### src/rtl/instr_fetch_unit_pkg.sv
// Shared types and constants for the instruction fetch unit: FSM encoding,
// fetch-buffer entry layout and RISC-V field positions used by decode.
package instr_fetch_unit_pkg;

  typedef enum logic [1:0] {
    IFU_BOOT   = 2'd0,
    IFU_RUN    = 2'd1,
    IFU_SQUASH = 2'd2
  } ifu_state_e;

  typedef struct packed {
    logic [31:0] pc;
    logic [31:0] instr;
  } fetch_entry_t;

  localparam logic [31:0] INSTR_NOP = 32'h0000_0013;

  localparam int OPCODE_LSB = 0;
  localparam int OPCODE_MSB = 6;
  localparam int FUNCT3_LSB = 12;
  localparam int FUNCT3_MSB = 14;
  localparam int FUNCT7_LSB = 25;
  localparam int FUNCT7_MSB = 31;

  function automatic logic [31:0] align_word(input logic [31:0] addr);
    return {addr[31:2], 2'b00};
  endfunction

endpackage

### src/rtl/instr_fetch_unit_fifo.sv
// Synchronous in-order FIFO with push/pop/flush and an occupancy count.
// Used for the instruction buffer and for the per-request PC queue.
module instr_fetch_unit_fifo #(
  parameter int WIDTH = 32,
  parameter int DEPTH = 4
) (
  input  logic                         clk_i,
  input  logic                         rst_n_i,
  input  logic                         push_i,
  input  logic [WIDTH-1:0]             data_i,
  input  logic                         pop_i,
  input  logic                         flush_i,
  output logic [WIDTH-1:0]             head_o,
  output logic [$clog2(DEPTH+1)-1:0]   count_o
);

  localparam int PTR_W = (DEPTH > 1) ? $clog2(DEPTH) : 1;
  localparam int CNT_W = $clog2(DEPTH + 1);

  logic [WIDTH-1:0] mem_q [DEPTH];
  logic [PTR_W-1:0] rd_ptr_q, rd_ptr_d;
  logic [PTR_W-1:0] wr_ptr_q, wr_ptr_d;
  logic [CNT_W-1:0] count_q, count_d;
  logic             do_push, do_pop;

  function automatic logic [PTR_W-1:0] next_ptr(input logic [PTR_W-1:0] ptr);
    return (ptr == PTR_W'(DEPTH - 1)) ? '0 : ptr + PTR_W'(1);
  endfunction

  assign do_push = push_i & (count_q != CNT_W'(DEPTH));
  assign do_pop  = pop_i & (count_q != '0);

  always_comb begin
    rd_ptr_d = do_pop  ? next_ptr(rd_ptr_q) : rd_ptr_q;
    wr_ptr_d = do_push ? next_ptr(wr_ptr_q) : wr_ptr_q;
    count_d  = count_q + CNT_W'(do_push) - CNT_W'(do_pop);
    if (flush_i) begin
      rd_ptr_d = '0;
      wr_ptr_d = '0;
      count_d  = '0;
    end
  end

  // NOTE: sequential state uses non-blocking assignments so every register
  // samples the pre-edge values of its neighbours.
  always_ff @(posedge clk_i or negedge rst_n_i) begin
    if (!rst_n_i) begin
      rd_ptr_q <= '0;
      wr_ptr_q <= '0;
      count_q  <= '0;
    end else begin
      rd_ptr_q <= rd_ptr_d;
      wr_ptr_q <= wr_ptr_d;
      count_q  <= count_d;
    end
  end

  // NOTE: storage has no reset; the head is masked to zero while empty, so
  // stale contents are never observable.
  always_ff @(posedge clk_i) begin
    if (do_push) mem_q[wr_ptr_q] <= data_i;
  end

  assign head_o  = (count_q != '0) ? mem_q[rd_ptr_q] : '0;
  assign count_o = count_q;

endmodule

### src/rtl/instr_fetch_unit.sv
// RISC-V instruction fetch unit: issues word fetches, buffers responses in
// order and squashes in-flight responses on redirect. IFU_PERF_CNT_EN adds
// stall/squash performance counters.
module instr_fetch_unit
  import instr_fetch_unit_pkg::*;
#(
  parameter int          FIFO_DEPTH      = 4,
  parameter int          MAX_OUTSTANDING = 2,
  parameter logic [31:0] RESET_PC        = 32'h0000_0000
) (
  input  logic        clk_i,
  input  logic        rst_n_i,
  output logic        imem_req_o,
  output logic [31:0] imem_addr_o,
  input  logic        imem_gnt_i,
  input  logic        imem_rvalid_i,
  input  logic [31:0] imem_rdata_i,
  input  logic        redirect_i,
  input  logic [31:0] redirect_pc_i,
  output logic        instr_valid_o,
  input  logic        instr_ready_i,
  output logic [31:0] instr_o,
  output logic [31:0] pc_o,
  output logic [6:0]  opcode_o,
  output logic [2:0]  funct3_o,
  output logic [6:0]  funct7_o
`ifdef IFU_PERF_CNT_EN
  ,
  output logic [31:0] fetch_stall_cnt_o,
  output logic [31:0] squash_cnt_total_o
`endif
);

  localparam int FIFO_CW = $clog2(FIFO_DEPTH + 1);
  localparam int OUT_W   = $clog2(MAX_OUTSTANDING + 1);

  ifu_state_e       state_q, state_d;
  logic [31:0]      fetch_pc_q, fetch_pc_d;
  logic [OUT_W-1:0] outstanding_q, outstanding_d;
  logic [OUT_W-1:0] squash_cnt_q, squash_cnt_d;

  logic             grant, rsp_accept, rsp_live, rsp_drop, pop;
  logic [31:0]      occupancy;
  logic [FIFO_CW-1:0] fifo_count;
  logic [OUT_W-1:0] pcq_count;
  logic [31:0]      pcq_head;
  fetch_entry_t     head;

  // In-flight responses already owed to a flushed stream do not need a slot.
  assign occupancy  = 32'(fifo_count) + 32'(outstanding_q) - 32'(squash_cnt_q);
  assign imem_req_o = (state_q != IFU_BOOT) & ~redirect_i
                    & (outstanding_q < OUT_W'(MAX_OUTSTANDING))
                    & (occupancy < 32'(FIFO_DEPTH));
  assign imem_addr_o = fetch_pc_q;

  assign grant      = imem_req_o & imem_gnt_i;
  assign rsp_accept = imem_rvalid_i & (outstanding_q != '0);
  assign rsp_live   = rsp_accept & ~redirect_i & (squash_cnt_q == '0) & (pcq_count != '0);
  assign rsp_drop   = rsp_accept & (redirect_i | (squash_cnt_q != '0));
  assign pop        = instr_valid_o & instr_ready_i;

  // NOTE: every always_comb output gets a default first so no path leaves
  // a signal unassigned and no latch is inferred.
  always_comb begin
    state_d       = state_q;
    fetch_pc_d    = fetch_pc_q;
    outstanding_d = outstanding_q + OUT_W'(grant) - OUT_W'(rsp_accept);
    squash_cnt_d  = squash_cnt_q;

    if (redirect_i) begin
      fetch_pc_d   = align_word(redirect_pc_i);
      squash_cnt_d = outstanding_q - OUT_W'(rsp_accept);
    end else begin
      if (grant)    fetch_pc_d   = fetch_pc_q + 32'd4;
      if (rsp_drop) squash_cnt_d = squash_cnt_q - OUT_W'(1);
    end

    case (state_q)
      IFU_BOOT: state_d = IFU_RUN;
      default:  state_d = (squash_cnt_d != '0) ? IFU_SQUASH : IFU_RUN;
    endcase
  end

  always_ff @(posedge clk_i or negedge rst_n_i) begin
    if (!rst_n_i) begin
      state_q       <= IFU_BOOT;
      fetch_pc_q    <= RESET_PC;
      outstanding_q <= '0;
      squash_cnt_q  <= '0;
    end else begin
      state_q       <= state_d;
      fetch_pc_q    <= fetch_pc_d;
      outstanding_q <= outstanding_d;
      squash_cnt_q  <= squash_cnt_d;
    end
  end

  instr_fetch_unit_fifo #(
    .WIDTH (32),
    .DEPTH (MAX_OUTSTANDING)
  ) u_pc_queue (
    .clk_i   (clk_i),
    .rst_n_i (rst_n_i),
    .push_i  (grant),
    .data_i  (fetch_pc_q),
    .pop_i   (rsp_live),
    .flush_i (redirect_i),
    .head_o  (pcq_head),
    .count_o (pcq_count)
  );

  instr_fetch_unit_fifo #(
    .WIDTH ($bits(fetch_entry_t)),
    .DEPTH (FIFO_DEPTH)
  ) u_instr_fifo (
    .clk_i   (clk_i),
    .rst_n_i (rst_n_i),
    .push_i  (rsp_live),
    .data_i  ({pcq_head, imem_rdata_i}),
    .pop_i   (pop),
    .flush_i (redirect_i),
    .head_o  (head),
    .count_o (fifo_count)
  );

  assign instr_valid_o = (fifo_count != '0);
  assign instr_o       = head.instr;
  assign pc_o          = head.pc;
  assign opcode_o      = head.instr[OPCODE_MSB:OPCODE_LSB];
  assign funct3_o      = head.instr[FUNCT3_MSB:FUNCT3_LSB];
  assign funct7_o      = head.instr[FUNCT7_MSB:FUNCT7_LSB];

`ifdef IFU_PERF_CNT_EN
  logic [31:0] stall_cnt_q, squash_total_q;

  always_ff @(posedge clk_i or negedge rst_n_i) begin
    if (!rst_n_i) begin
      stall_cnt_q    <= '0;
      squash_total_q <= '0;
    end else begin
      if (!instr_valid_o && state_q == IFU_RUN && stall_cnt_q != '1)
        stall_cnt_q <= stall_cnt_q + 32'd1;
      if (rsp_drop && squash_total_q != '1)
        squash_total_q <= squash_total_q + 32'd1;
    end
  end

  assign fetch_stall_cnt_o  = stall_cnt_q;
  assign squash_cnt_total_o = squash_total_q;
`else
  // Performance counters excluded from this build.
`endif

endmodule
### config.mk
export PLATFORM = sky130hd
export DESIGN_NAME = instr_fetch_unit
export DESIGN_NICKNAME = d
export VERILOG_FILES = /design/src/rtl/instr_fetch_unit_pkg.sv /design/src/rtl/instr_fetch_unit_fifo.sv /design/src/rtl/instr_fetch_unit.sv
export SDC_FILE = /design/constraint.sdc
export NUM_CORES = 1
export LEC_CHECK = 0
export CAP_MARGIN = 30
export CELL_PAD_IN_SITES_DETAIL_PLACEMENT = 0
export CELL_PAD_IN_SITES_GLOBAL_PLACEMENT = 1
export CORE_UTILIZATION = 43
export DETAILED_ROUTE_END_ITERATION = 8
export PLACE_DENSITY = 0.84
export REMOVE_ABC_BUFFERS = 1
export SYNTH_ARGS = -nofsm -noshare
export SYNTH_HDL_FRONTEND = slang
export SYNTH_HIERARCHICAL = 1
export SYNTH_SLANG_ARGS = --single-unit
### constraint.sdc
create_clock -name clk_i -period 4.15 [get_ports clk_i]
set_input_delay 1.0375 -clock clk_i [delete_from_list [all_inputs] [get_ports clk_i]]
set_output_delay 1.0375 -clock clk_i [all_outputs]
set_load 0.05 [all_outputs]
# Yosys cells after proc, flatten, opt, wreduce, memory -nomap -nowiden
# Memories as Yosys holds them, arrays and structs flattened.
# Cells that the tools add are included.
[op_classes] magnitude_cmp=2 div_mod_pow=0 bitwise=16 shift=0 eq_ne=4 mul=0 mux=26 n_reduce_logical=13 addsub=15
[ops] operator="$mux 32" n=3
[ops] operator="$mux 64" n=1
[ops] operator="$add 32x3->32 const B" n=1
[ops] operator="$lt 32x3->1 const B" n=1
[ops] operator="$mux 2" n=11
[ops] operator="$reduce_bool 2->1" n=10
[ops] operator="$and 1x1->1" n=14
[ops] operator="$mux 1" n=10
[ops] operator="$sub 2x1->2" n=3
[ops] operator="$sub 4x2->5" n=1
[ops] operator="$add 2x1->2" n=2
[ops] operator="$add 2x1->2 const B" n=2
[ops] operator="$add 3x2->4" n=1
[ops] operator="$eq 2x2->1 const B" n=2
[ops] operator="$logic_not 2->1" n=2
[ops] operator="$add 3x1->3" n=1
[ops] operator="$mux 3" n=1
[ops] operator="$ne 3x3->1 const B" n=1
[ops] operator="$reduce_bool 3->1" n=1
[ops] operator="$sub 3x1->3" n=1
[ops] operator="$add 1x1->1 const B" n=2
[ops] operator="$lt 2x2->1 const B" n=1
[ops] operator="$ne 2x2->1 const B" n=1
[ops] operator="$sub 2x1->2 const B" n=1
[ops] operator="other kinds (2)" n=2
[word_totals] mem_bits_rw=320 rom_bits=0 memories=2 in_bits=70 reg_bits=49 output_inout_bits=115 latchBits=0 word_cells=88
[memory_table] memory="u_instr_fifo.mem_q" depth=4 width=64 rd=1 rd_clocked_by_memory_dff=0 write_ports=1 line_no="instr_fetch_unit_fifo.sv:20" source="logic [WIDTH-1:0] mem_q [DEPTH];"
[memory_table] memory="u_pc_queue.mem_q" depth=2 width=32 rd=1 rd_clocked_by_memory_dff=0 write_ports=1 line_no="instr_fetch_unit_fifo.sv:20"

# Depth between registers and ports, before layout
[logic_depth] depth_word=9 mapped_depth=18 depth_no_buf=16

# Cells and area by module
# The synthesis kept the hierarchy.
[modules_own_cells] mod="instr_fetch_unit_fifo at u_instr_fifo" instances=1 area_each_um2=10126.0 seq_area_each_um2=7862.5 cells_per_inst=451
[modules_own_cells] mod="instr_fetch_unit_fifo at u_pc_queue" instances=1 area_each_um2=2650.0 seq_area_each_um2=2021.9 cells_per_inst=159
[modules_own_cells] mod="instr_fetch_unit" instances=1 area_each_um2=2605.0 seq_area_each_um2=900.9 cells_per_inst=280

# Least setup slack after synthesis
# No wires, ideal clock.
[synth_path] path_kind="reg-to-reg" start="reg outstanding_q[1]" end="mem u_pc_queue.mem_q[0][0], enable pin" setup_ns=0.421 period_less_slack_ns=4.462 arrival_time_ns=4.041 path_buffers=2 path_stages_with_launch=14 t_required_ns=3.729 path_slack_ns=-0.312 path_cell_list="dfrtp_1 > inv_1 > fa_1 > inv_1 > ha_1 > and3b_1 > nand4bb_1 > buf_2 > buf_1 > a21oi_1 > nand2_1 > inv_1 > o21ai_4 > nor2_1"
[synth_between] elab_chain_cells=8 elab_cells_between_ends=10 classes_between="add/sub (2); order compare (2); mux (2); bitwise (4)"
[synth_rtl] item="start: declaration" line_no="instr_fetch_unit.sv:39" source="logic [OUT_W-1:0] outstanding_q, outstanding_d;"
[synth_rtl] item="start signal: assignment" line_no="instr_fetch_unit.sv:93" source="outstanding_q <= outstanding_d;"
[synth_rtl] item="$add 3x2->4" line_no="instr_fetch_unit.sv:50" source="assign occupancy = 32'(fifo_count) + 32'(outstanding_q) - 32'(squash_cnt_q);"
[synth_rtl] item="$sub 4x2->5" line_no="instr_fetch_unit.sv:50"
[synth_rtl] item="$lt 32x3->1" line_no="instr_fetch_unit.sv:53" source="& (occupancy < 32'(FIFO_DEPTH));"
[synth_rtl] item="$and 1x1->1 *" line_no="instr_fetch_unit.sv:53"
[synth_rtl] item="$and 1x1->1 *" line_no="instr_fetch_unit.sv:56" source="assign grant = imem_req_o & imem_gnt_i;"
[synth_rtl] item="net grant" line_no="instr_fetch_unit.sv:42" source="logic grant, rsp_accept, rsp_live, rsp_drop, pop;"
[synth_rtl] item="$and 1x1->1 *" line_no="instr_fetch_unit_fifo.sv:30" source="assign do_push = push_i & (count_q != CNT_W'(DEPTH));"
[synth_rtl] item="$mux 1 *" line_no="instr_fetch_unit_fifo.sv:61" source="if (do_push) mem_q[wr_ptr_q] <= data_i;"
[synth_rtl] item="$mux 1 (not written as such) *" line_no="instr_fetch_unit_fifo.sv:61"
[synth_rtl] item="end: declaration" line_no="instr_fetch_unit_fifo.sv:20"
# Mark *: on every way through the listed nets, which the timed path passes. The rest lies on a longest branch.

# Worst setup path after layout
[layout_path] start="reg u_instr_fifo.count_q[1], in the netlist u_instr_fifo/count_o[1]" end="out imem_req_o"
[layout_between] elab_chain_cells=4
[layout_rtl] item="start: declaration" line_no="instr_fetch_unit_fifo.sv:23" source="logic [CNT_W-1:0] count_q, count_d;"
[layout_rtl] item="start signal: assignment" line_no="instr_fetch_unit_fifo.sv:54" source="count_q <= count_d;"
[layout_rtl] item="$add 3x2->4" line_no="instr_fetch_unit.sv:50"
[layout_rtl] item="$sub 4x2->5" line_no="instr_fetch_unit.sv:50"
[layout_rtl] item="$lt 32x3->1" line_no="instr_fetch_unit.sv:53"
[layout_rtl] item="$and 1x1->1" line_no="instr_fetch_unit.sv:53"
[layout_rtl] item="end: declaration" line_no="instr_fetch_unit.sv:13" source="output logic imem_req_o,"
# No other way between the ends.

==> run summary <==
Outcome: finished clean
Final instance area: 0.01891 sq mm
Port Buffers: 180
Pint: 6.394 mW
Slew Viols, Final: 0
Yosys warnings: 6
Placed Instances: 1,491
Clock share of power: 38.6%
Synth Register Bits: 367
Crit end category: output pin
Layout fillers: 2,789
Initial core utilization: 44.09%
Reg2Reg Launch Point: u_instr_fifo/count_o[1]
Switching Fraction: 23.47%
CP Data Required Time: 3.11 ns
Most common cell in the netlist: edfxtp_1
Clock buffer count from CTS: 38
Worst slew margin: 55.73%
Clock sinks: 367
CP max-delay cell: dfrtp_1
Antenna viol nets, final: 0
CTS root buffer: clkbuf_16
Reg2Reg Setup Slack: 0.62 ns
Die Area: 0.03653 sq mm
Hold Buf Count CTS: 0
Top cell type's share of synthesized area: 62.47%
Critical path class: reg2out
Final Skew: 0.01092 ns
Drc violations: 0
Number of setup buffers added after CTS: 0
Io pins: 185
Wirelength per Cell: 20.42 um
# Max-Cap Violations: 0
Chip width: 191.1 um
Vias in the first global route: 8,542
Worst r2r path cells: 16
Post-Synth Adder-Cell Area: 1.725%
Hold Path Cell Cnt: 1
Mapped Cells: 890
Synth Area in Simple Gates: 6.825%
Setup TNS: 0 ns
Drt total wl: 31,840 um
Worst path cell trace: inv_1 > fa_1 > inv_1 > ha_1 > and3b_1 > nand4bb_1 > a21oi_2 > buf_12
Switch Pwr: 1.961 mW
Async SR Flop Fraction: 12.81%
Final Hold Fails: 0
First-pass GRT wire length: 49,020 um
Critical R2R Capture: u_pc_queue/count_o[1]
Flop pwr share: 51.0%
Detailed Place HPWL: 19,820 um
Antenna violations before repair: 0
Via count: 8,173
Pin count of the biggest net entering global routing: 65
GRT Total Usage: 17.79%
GPL Wtd Cong: 0.7735
Worst VDD drop: 0.2842 mV
Synth area leader: edfxtp_1
Synth Area in XOR/XNOR: 2.107%
Critical Path Max Stage Delay: 0.51 ns
Library cells used by synthesis: 52
Multiplexer share of the synthesized area: 12.40%
Period Utilization, post-route: 95.40%
Hold Crit Start: state_q[0]
Final core utilization: 54.22%
RSZ-0062 raised after global routing: no
Mapped Area: 0.01538 sq mm
Final Non-Filler Cells: 1,559
Most common cell on crit path: inv_1
Syn-to-layout area delta: 22.97%
Worst hold margin: 0.5167 ns
Largest family of logic cells by synthesized area: multiplexers
Final setup viols: 0
Grt total ovfl: 0
Worst-path clk slew: 0.06 ns
Core area: 0.03488 sq mm
PD cells: 441.7 mW/mm^2
Crit-path max FO: 7
Max frequency: 252.6 MHz
Antenna cells: 0
Vert. Die Dim: 191.1 um
HP Class: reg2reg
Post-synthesis sequential area ratio: 70.12%
FP Rows: 68
Minimum clock period: 3.959 ns
Tightest Pin Transition: 0.6473 ns
CTS Buffer Depth: 3
Most used DFF post-synth: edfxtp_1
Dpl cell area: 0.01773 sq mm
Starting DRT DRC Count: 469
Worst endpoint data arrival time: 2.92 ns
Syn Area/Cell: 17.28 sq um
# H-tree levels: 2
CP Launch Point: u_instr_fifo/count_o[1]
Synth cell count leaders: 320 x edfxtp_1, 66 x nor2b_1, 64 x mux4_2, 48 x nor2_1, 47 x dfrtp_1
Leak pwr: 6.137 nW
Area fraction in compound gates after synthesis: 3.400%
Synth area leaders: edfxtp_1 62%, mux4_2 9.4%, dfrtp_1 7.6%
Nets@finish: 1,166
Post-synth EDFFs: 320
Startpoint types: register
Worst skew pair latency: 0.51 ns
Worst Setup EP: imem_req_o
Pre-Repair DR Iteration Count: 5
Share of cells above drive strength 1: 16.21%
Combinational Power Share: 10.4%
Routed vias/inst: 5.242
CTS tree: done
-- layout make-up --
cell class | count | area, sq um | share of cell area (%)
inverters | 28 | 105.1 | 0.5557
clock buffers | 47 | 1006 | 5.318
repair buffers | 205 | 2127 | 11.25
well taps | 455 | 569.3 | 3.010
flip-flops and latches | 367 | 10790 | 57.07
clock inverters | 21 | 173.9 | 0.9195
multi-input cells | 436 | 4139 | 21.88
-- per-stage QoR --
step | setup slack [ns] | total power, mW
final | 0.1909 | 8.355
after global routing | 0.04045 | 8.657
after global placement | 0.6274 | 5.182
after floorplan | -1.331 | 4.835
after CTS | 0.04882 | 8.420
after detailed placement | 0.6313 | 5.207
-- state kept, by name, summed over array words and instances (netlist names) --
signal	count
imem_addr_o	30
outstanding_q	2
squash_cnt_q	2
state_q	2
u_instr_fifo/count_o	3
u_instr_fifo/mem_q	256
u_instr_fifo/rd_ptr_q	2
u_instr_fifo/wr_ptr_q	2
u_pc_queue/count_o	2
u_pc_queue/mem_q	64
u_pc_queue/rd_ptr_q	1
u_pc_queue/wr_ptr_q	1
-- layout by cell type (no fill, tap or decap), drive strengths merged, types with 2 or more instances in the layout --
cell,instances
mux2i,36
nor2b,66
o31ai,2
xnor2,28
and2,5
inv,29
bufinv,3
xor2,9
a2111oi,16
clkdlybuf4s50,177
clkbuf,47
nand4,10
nor3,4
and3,9
ha,18
buf,28
nand2b,2
nand2,34
edfxtp,320
o21ai,23
mux4,64
or3,2
a21oi,12
nor2,48
dfrtp,47
nand3,12
conb,6
a211oi,5
mux2,9
clkinv,16
and4,4
fa,2
-- cell families after synthesis --
kind of cell               after synthesis
xor gates and xnor gates                37
buffers and inverters                   92
muxes                                  109
AOI/OAI and AO/OA                       65
and+or+nand+nor                        199
other                                    1
adders and majority gates               20
DFF                                    367
-- power groups by stage --
stage	registers [mW]	logic, mW	clock network [mW]
floorplan	4.41	0.424	0
global placement	4.33	0.848	0
detailed placement	4.34	0.868	0
CTS	4.26	0.877	3.28
global route	4.28	0.951	3.43
finish	4.26	0.870	3.22
-- worst max-delay path, delay by kind of cell (launching register included) --
kind                     cells  cell delay [ns]
buffers and inverters        3             0.34
flip-flops                   1             0.51
AO/OA/AOI/OAI                1             0.30
AND/OR/NAND/NOR              2             0.48
adder cells (fa/ha/maj)      2             0.78
-- how the worst min path moves through the flow --
stage | end | slack [ns]
after global placement | u_pc_queue/mem_q[0][31] | 0.49
after detailed placement | state_q[0] | 0.50
after CTS | state_q[0] | 0.51
after global routing | state_q[0] | 0.54
after floorplan | state_q[0] | 0.48
final | state_q[0] | 0.52
-- metal layers --
metal | share of wire (%) | GRT usage [%] | routed length [um] | vias to the layer above
li1 | - | - | - | 3750
met1 | 43 | 23.86 | 13820 | 4148
met2 | 50 | 30.45 | 16010 | 239
met3 | 4.8 | 2.754 | 1527 | 36
met4 | 1.5 | 4.151 | 486 | 0
met5 | 0 | 0 | 0 | -
-- repair_timing --
item / CTS / global route
endpoints found under the setup margin: 0 / 1
hold endpoints to repair: 0 / 0
gates resized for setup: 0 / 1
No activity file was read; power rests on OpenSTA's default activity.
